[src/rtl/uart_pkg.sv]
// Shared UART definitions: FSM state encoding, parity modes and the parity helper.
package uart_pkg;

    typedef enum logic [2:0] {
        ST_IDLE   = 3'd0,
        ST_START  = 3'd1,
        ST_DATA   = 3'd2,
        ST_PARITY = 3'd3,
        ST_STOP   = 3'd4
    } uart_state_t;

    localparam int PARITY_NONE = 0;
    localparam int PARITY_EVEN = 1;
    localparam int PARITY_ODD  = 2;

    // Even parity is the XOR of the data bits; odd parity is its inverse.
    function automatic logic parity_bit(input logic [7:0] data, input int mode);
        return (mode == PARITY_ODD) ? ~(^data) : (^data);
    endfunction

endpackage

[src/rtl/uart_bit_timer.sv]
// Bit-period down-counter: reload on i_load, o_bit_done while the count sits at zero.
module uart_bit_timer #(
    parameter int CLKS_PER_BIT = 434
) (
    input  logic clk,
    input  logic reset,
    input  logic i_load,
    output logic o_bit_done
);

    localparam logic [15:0] RELOAD = 16'(CLKS_PER_BIT - 1);

    logic [15:0] r_count;

    // Count down one bit period; hold at zero until the next reload.
    always_ff @(posedge clk or posedge reset) begin
        if (reset) begin
            r_count <= 16'd0;
        end else if (i_load) begin
            r_count <= RELOAD;
        end else if (r_count != 16'd0) begin
            r_count <= r_count - 16'd1;
        end else begin
            r_count <= r_count;
        end
    end

    assign o_bit_done = (r_count == 16'd0);

endmodule

[src/rtl/uart_tx.sv]
// UART transmitter: valid/ack byte intake, start + 8 data (LSB first) + optional parity + stop bits.
module uart_tx
    import uart_pkg::*;
#(
    parameter int CLKS_PER_BIT = 434,
    parameter int PARITY       = PARITY_NONE,
    parameter int STOP_BITS    = 1
) (
    input  logic       clk,
    input  logic       reset,
    input  logic [7:0] tx_data,
    input  logic       tx_data_valid,
    output logic       tx_data_ack,
    output logic       TxD,
    output logic       o_busy
);

    uart_state_t r_state;
    logic [7:0]  r_shift;
    logic [2:0]  r_bit_idx;
    logic        r_stop_idx;
    logic        r_parity;
    logic        r_txd;
    logic        r_ack;
    logic        r_busy;
    logic        w_load;
    logic        w_bit_done;

    uart_bit_timer #(
        .CLKS_PER_BIT(CLKS_PER_BIT)
    ) u_bit_timer (
        .clk       (clk),
        .reset     (reset),
        .i_load    (w_load),
        .o_bit_done(w_bit_done)
    );

    // Reload the timer on acceptance and at every bit boundary.
    always_comb begin
        w_load = 1'b0;
        if (r_state == ST_IDLE) begin
            w_load = tx_data_valid;
        end else begin
            w_load = w_bit_done;
        end
    end

    // Frame sequencer; TxD, ack and busy are all registered here.
    always_ff @(posedge clk or posedge reset) begin
        if (reset) begin
            r_state    <= ST_IDLE;
            r_shift    <= 8'd0;
            r_bit_idx  <= 3'd0;
            r_stop_idx <= 1'b0;
            r_parity   <= 1'b0;
            r_txd      <= 1'b1;
            r_ack      <= 1'b0;
            r_busy     <= 1'b0;
        end else begin
            r_ack <= 1'b0;
            case (r_state)
                ST_IDLE: begin
                    if (tx_data_valid) begin
                        r_shift  <= tx_data;
                        r_parity <= parity_bit(tx_data, PARITY);
                        r_ack    <= 1'b1;
                        r_busy   <= 1'b1;
                        r_txd    <= 1'b0;
                        r_state  <= ST_START;
                    end else begin
                        r_txd  <= 1'b1;
                        r_busy <= 1'b0;
                    end
                end
                ST_START: begin
                    if (w_bit_done) begin
                        r_txd     <= r_shift[0];
                        r_bit_idx <= 3'd0;
                        r_state   <= ST_DATA;
                    end
                end
                ST_DATA: begin
                    if (w_bit_done) begin
                        if (r_bit_idx == 3'd7) begin
                            if (PARITY != PARITY_NONE) begin
                                r_txd   <= r_parity;
                                r_state <= ST_PARITY;
                            end else begin
                                r_txd      <= 1'b1;
                                r_stop_idx <= 1'b0;
                                r_state    <= ST_STOP;
                            end
                        end else begin
                            r_bit_idx <= r_bit_idx + 3'd1;
                            r_shift   <= {1'b0, r_shift[7:1]};
                            r_txd     <= r_shift[1];
                        end
                    end
                end
                ST_PARITY: begin
                    if (w_bit_done) begin
                        r_txd      <= 1'b1;
                        r_stop_idx <= 1'b0;
                        r_state    <= ST_STOP;
                    end
                end
                ST_STOP: begin
                    if (w_bit_done) begin
                        if (r_stop_idx == 1'(STOP_BITS - 1)) begin
                            r_busy  <= 1'b0;
                            r_state <= ST_IDLE;
                        end else begin
                            r_stop_idx <= r_stop_idx + 1'b1;
                        end
                    end
                end
                default: begin
                    r_txd   <= 1'b1;
                    r_busy  <= 1'b0;
                    r_state <= ST_IDLE;
                end
            endcase
        end
    end

    assign TxD         = r_txd;
    assign tx_data_ack = r_ack;
    assign o_busy      = r_busy;

endmodule

[config.mk]
export PLATFORM = sky130hd
export DESIGN_NAME = uart_tx
export DESIGN_NICKNAME = d
export VERILOG_FILES = /design/src/rtl/uart_pkg.sv /design/src/rtl/uart_bit_timer.sv /design/src/rtl/uart_tx.sv
export SDC_FILE = /design/constraint.sdc
export NUM_CORES = 1
export LEC_CHECK = 0
export CORE_UTILIZATION = 60
export CTS_BUF_LIST = sky130_fd_sc_hd__clkbuf_8
export CTS_CLUSTER_SIZE = 20
export DETAILED_ROUTE_END_ITERATION = 7
export HOLD_SLACK_MARGIN = 0.1
export PLACE_DENSITY = 0.82
export SLEW_MARGIN = 15
export SYNTH_ARGS = -nofsm -noshare
export SYNTH_HDL_FRONTEND = slang
export SYNTH_SLANG_ARGS = --single-unit
[constraint.sdc]
create_clock -name clk -period 2.8 [get_ports clk]
set_input_delay 0.56 -clock clk [delete_from_list [all_inputs] [get_ports clk]]
set_output_delay 0.56 -clock clk [all_outputs]
set_load 0.03 [all_outputs]
# Word-level counts from Yosys, hierarchy flattened
# Cells that the tools add are included.
[classes]
n_eq_ne = 13
bitwise = 2
n_mux = 36
n_reduce_logical = 14
add_sub_neg = 3
[ops]
columns = ["operator", "count"]
rows = [
  ["$mux 16", 2],
  ["$mux 3", 10],
  ["$mux 8", 3],
  ["$logic_not 16->1", 1],
  ["$ne 2x2->1 const B", 8],
  ["$pmux 8 s2", 1],
  ["$reduce_bool 16->1", 1],
  ["$sub 16x1->16 const B", 1],
  ["$mux 1", 15],
  ["$pmux 3 s5", 1],
  ["$reduce_and 4->1", 3],
  ["$reduce_and 7->1", 1],
  ["$eq 3x2->1 const B", 2],
  ["$eq 3x3->1 const B", 2],
  ["$pmux 1 s3", 2],
  ["$pmux 3 s2", 1],
  ["$reduce_bool 2->1", 3],
  ["$pmux 1 s5", 1],
  ["$reduce_and 5->1", 1],
  ["$add 3x1->3 const B", 1],
  ["$eq 3x1->1 const B", 1],
  ["$logic_not 3->1", 1],
  ["$reduce_and 3->1", 1],
  ["$reduce_bool 3->1", 1],
  ["3 further kinds", 4],
]
[totals]
output_inout_bits = 3
ff_bits = 34
in_bits = 11

# Longest topological paths before layout
[depth]
depth_word = 4
depth_mapped = 8
depth_no_buf = 6

# Hierarchy
# Synthesis repeated with hierarchy kept, for this count alone.
[unflattened]
hier_cells = 177
area_unflattened_um2 = 1893.1
[by_module_without_submodules]
columns = ["mod", "cells_per_inst", "area_each_um2", "instances", "seq_area_each_um2"]
rows = [
  ["uart_tx", 81, 948.4, 1, 426.7],
  ["uart_bit_timer", 96, 944.7, 1, 400.4],
]

# Worst setup path before layout
# No wires, ideal clock.
[synth_path]
path_type = "reg2reg"
startpoint = "reg u_bit_timer.r_count[0]"
endpoint = "reg u_bit_timer.r_count[6]"
path_buffers = 2
path_stages_with_launch = 9
setup_ns = 0.166
path_slack_ns = 0.293
arrival_time_ns = 2.341
period_less_slack_ns = 2.507
cell_sequence = "dfrtp_1 inv_1 ha_1 or4b_2 or4_1 buf_2 o21ai_1 buf_2 a211oi_1"
[synth_between]
elab_chain_cells = 3
word_cells_on_any_way = 7
classes_between = "add/sub: 1; mux: 3; reduce/logical: 3"
[synth_rtl]
columns = ["item", "line_no", "rtl"]
rows = [
  ["start: declaration", "uart_bit_timer.sv:13", "logic [15:0] r_count;"],
  ["start signal: assignment", "uart_bit_timer.sv:22", "r_count <= r_count - 16'd1;"],
  ["start signal: assignment", "uart_bit_timer.sv:24", "r_count <= r_count;"],
  ["$sub 16x1->16 or $logic_not 16->1 (tied branches)", "uart_bit_timer.sv:22, uart_bit_timer.sv:28", ""],
  ["$mux 16 or $mux 1 (tied branches)", "uart_bit_timer.sv:21, uart_tx.sv:41", ""],
  ["$mux 16 or $reduce_bool 2->1 (tied branches)", "-", ""],
]
# Parallel ways exist; a longest one is shown, timed or not. The select of a mux whose other input is x is not followed.
# A chain may end at the register's enable or synchronous reset.

# Worst setup path in the final report
[layout_path]
startpoint = "reg u_bit_timer.r_count[0]"
endpoint = "reg r_shift[2]"
[layout_between]
elab_chain_cells = 3
[layout_rtl]
columns = ["item", "line_no", "rtl"]
rows = [
  ["$logic_not 16->1", "uart_bit_timer.sv:28", "assign o_bit_done = (r_count == 16'd0);"],
  ["$ne 2x2->1 (no source line)", "-", ""],
  ["$reduce_and 4->1 (no source line)", "-", ""],
  ["end signal: assignment", "uart_tx.sv:64", "r_shift <= tx_data;"],
  ["end signal: assignment", "uart_tx.sv:95", "r_shift <= {1'b0, r_shift[7:1]};"],
  ["end: declaration", "uart_tx.sv:19", "logic [7:0] r_shift;"],
]
# Every way passes these cells.

==> flow_summary.yaml <==
grt:
  grt_pass1_vias: 1431
  grt.total_usage_pct: 28.0
  grt_max_degree: 19
  antenna_found_initial: 0
  grt_pass1_wl_um: 6600
  grt_overflow_total: 0
outcome:
  status: "finished clean"
synth:
  ys_top_cells_by_count: "32 x dfrtp_1, 13 x a21oi_1, 12 x nand2_1"
  synthCells: 173
  yosysTopAreaCell: "dfrtp_1"
  synth_top_area_share_pct: 46.3
  ys_seq_area_share_pct: 47.8
  ys_ff_latch: 33
  synth_most_common_cell: "dfrtp_1"
  synth_area_um2: 1730
  synth_area_per_cell_um2: 10.0
  synth_enable_flop_cells: 0
  synthesis.nets: 188
  yosys_warnings: 0
  yosysUniqueCellTypes: 42
  ys.flop_type: "dfrtp_1"
  synthArstFlopShare_pct: 100
  synth_area_leaders: "dfrtp_1 46%, a221o_1 4.0%, a21oi_1 3.8%"
clocking:
  cts_made_buffers: 5
  clock_sinks: 33
  clk_latency_ns: 0.29
  path_clk_slew_ns: 0.06
  cts_hold_buf: 0
  cts_setup_buffers: 0
  clockBufferDepth: 2
  cts_root_buf: "clkbuf_8"
  post_cts_resized: 0
  cts_tree: "done"
  cts-htree-levels: 2
pwr:
  p_per_area_nw_per_um2: 667
  pwr-share-clk_pct: 26.5
  p_sw_uw: 416
  p_int_uw: 925
  power_frac_comb_pct: 23.7
  pwr-share-seq_pct: 49.8
  p_sw_share_pct: 31.0
  cellLeakagePower_nw: 0.880
  ir_drop_mv: 0.505
flow_run:
  maxCapViolCount: 0
place:
  port_buffers: 13
  dp_hpwl_um: 2660
  gp_congestion: 0.871
  dp_cells: 216
timing:
  worst_pin_slew_ns: 0.648
  max_freq_mhz: 383
  final.setup.tns_ns: 0
  setup_viol: 0
  min_period_ns: 2.61
  finalCritPeriodShare_pct: 93.3
  drv_slew: 0
  finalHoldViolCount: 0
  rsz0062_at_grt: "false"
  slew_headroom_pct: 56.8
  clock_skew_ns: 0.00515
worst_setup_path:
  endpoint_kind: "flop"
  cp.arrival_ns: 2.78
  ff2ff_path_depth: 6
  path_max_fanout: 7
  critPathKind: "reg2reg"
  crit_required_ns: 2.97
  critPathLaunchType: "flop"
final_layout:
  nNetsFinal: 207
  n_antenna_cell: 0
  finalNonFillerCells: 224
  synthToLayoutAreaGrowth_pct: 16.3
  drive_above_1_share_pct: 13.5
  fillCellCount: 197
detailed_routing:
  wl_per_cell_um: 16.3
  drt_wl_total_um: 3660
  via_per_inst: 6.42
  ant_nets: 0
  drt_pass1_iterations: 4
  drc: 0
  drtIter0Drc: 56
  via_count: 1439
die:
  ios: 14
  core.rowCount: 19
  die_x_um: 55.7
  die_h_um: 55.7
  start_util_pct: 63.3
  die_area_um2: 3100
  core_um2: 2730
min_path:
  hold_class: "reg2reg"
  worstHoldPathCells: 1
[area by class of cell]
cell class	count	area [um2]	share of cell area, %
inverter	5	18.8	0.933
multi-input combinational	126	847	42.1
clock buffer	6	82.6	4.10
tap	31	38.8	1.93
clock inverter	2	7.51	0.373
sequential	33	827	41.1
timing repair buffer	21	190	9.45
[worst max-delay path, cell delays in order (launching register included)]
cell     delay (ns)
dfrtp_1        0.40
inv_1          0.12
ha_1           0.17
or4b_2         0.64
or4_1          0.55
o21a_1         0.29
a221o_1        0.32
[final timing paths]
| check | startpoint | end | slack (ns) |
|---|---|---|---|
| max reg2reg | u_bit_timer.r_count[0] | r_shift[2] | 0.19 |
| max in group asynchronous | reset | TxD | 1.49 |
| min | r_bit_idx[2] | r_bit_idx[2] | 0.51 |
| max | u_bit_timer.r_count[0] | r_shift[2] | 0.19 |
| min in group asynchronous | reset | tx_data_ack | 0.66 |
| min reg2reg | r_bit_idx[2] | r_bit_idx[2] | 0.51 |
[metrics by stage]
stage	setup slack [ns]	hold slack [ns]	cell area, um2	power (mW)	utilization, %
global placement	0.275	0.491	1920	0.969	70.3
CTS	0.201	0.510	2010	1.35	73.6
detailed placement	0.208	0.495	1920	0.991	70.3
finish	0.189	0.510	2010	1.34	73.6
global route	0.0792	0.531	2010	1.42	73.6
floorplan	0.293	0.470	1730	0.883	-
[flip-flops by register name, summed over array words and instances (netlist names)]
name                 cells
TxD                      1
o_busy                   1
r_bit_idx                3
r_shift                  8
r_state                  3
tx_data_ack              1
u_bit_timer.r_count     16
[per-layer routing]
metal	GRT usage (%)	share of wire [%]	up-vias
li1	-	-	698
met1	36.0	45	697
met2	44.1	49	36
met3	9.30	4.6	8
met4	10.4	1.7	0
met5	0	0	-
[kinds of logic after synthesis]
group	Yosys count	synth area share (%)
simple gates	71	24.5
fa+ha+maj	4	2.89
buf+inv	14	3.25
flops	33	47.8
compound gates	45	17.9
mux	4	2.68
xor+xnor	2	1.01
[power groups by stage]
stage / Clock, mW / Combinational [mW] / Sequential (mW)
final: 0.356 / 0.318 / 0.667
after global routing: 0.383 / 0.357 / 0.682
after CTS: 0.364 / 0.320 / 0.665
after detailed placement: 0 / 0.317 / 0.673
after global placement: 0 / 0.303 / 0.666
after floorplan: 0 / 0.214 / 0.669
[cell usage in the layout, fill, tap and decap left out, types with 2 or more instances in the layout]
cell / count
nand2_1: 12
a22o_1: 2
o21a_1: 2
o21ai_0: 6
or4_4: 2
nor3_1: 3
o211ai_1: 2
or2_2: 3
buf_4: 8
a221o_1: 7
clkbuf_8: 6
nor4_1: 4
or3_1: 7
or4b_2: 3
mux2i_1: 2
nand3_1: 5
nand2b_1: 3
ha_1: 4
nor2_1: 8
dfrtp_1: 32
o31ai_1: 7
or4_1: 8
clkdlybuf4s50_1: 13
a21oi_1: 13
inv_1: 7
and3_1: 7
Note: power is estimated with default switching activity, not from simulation.
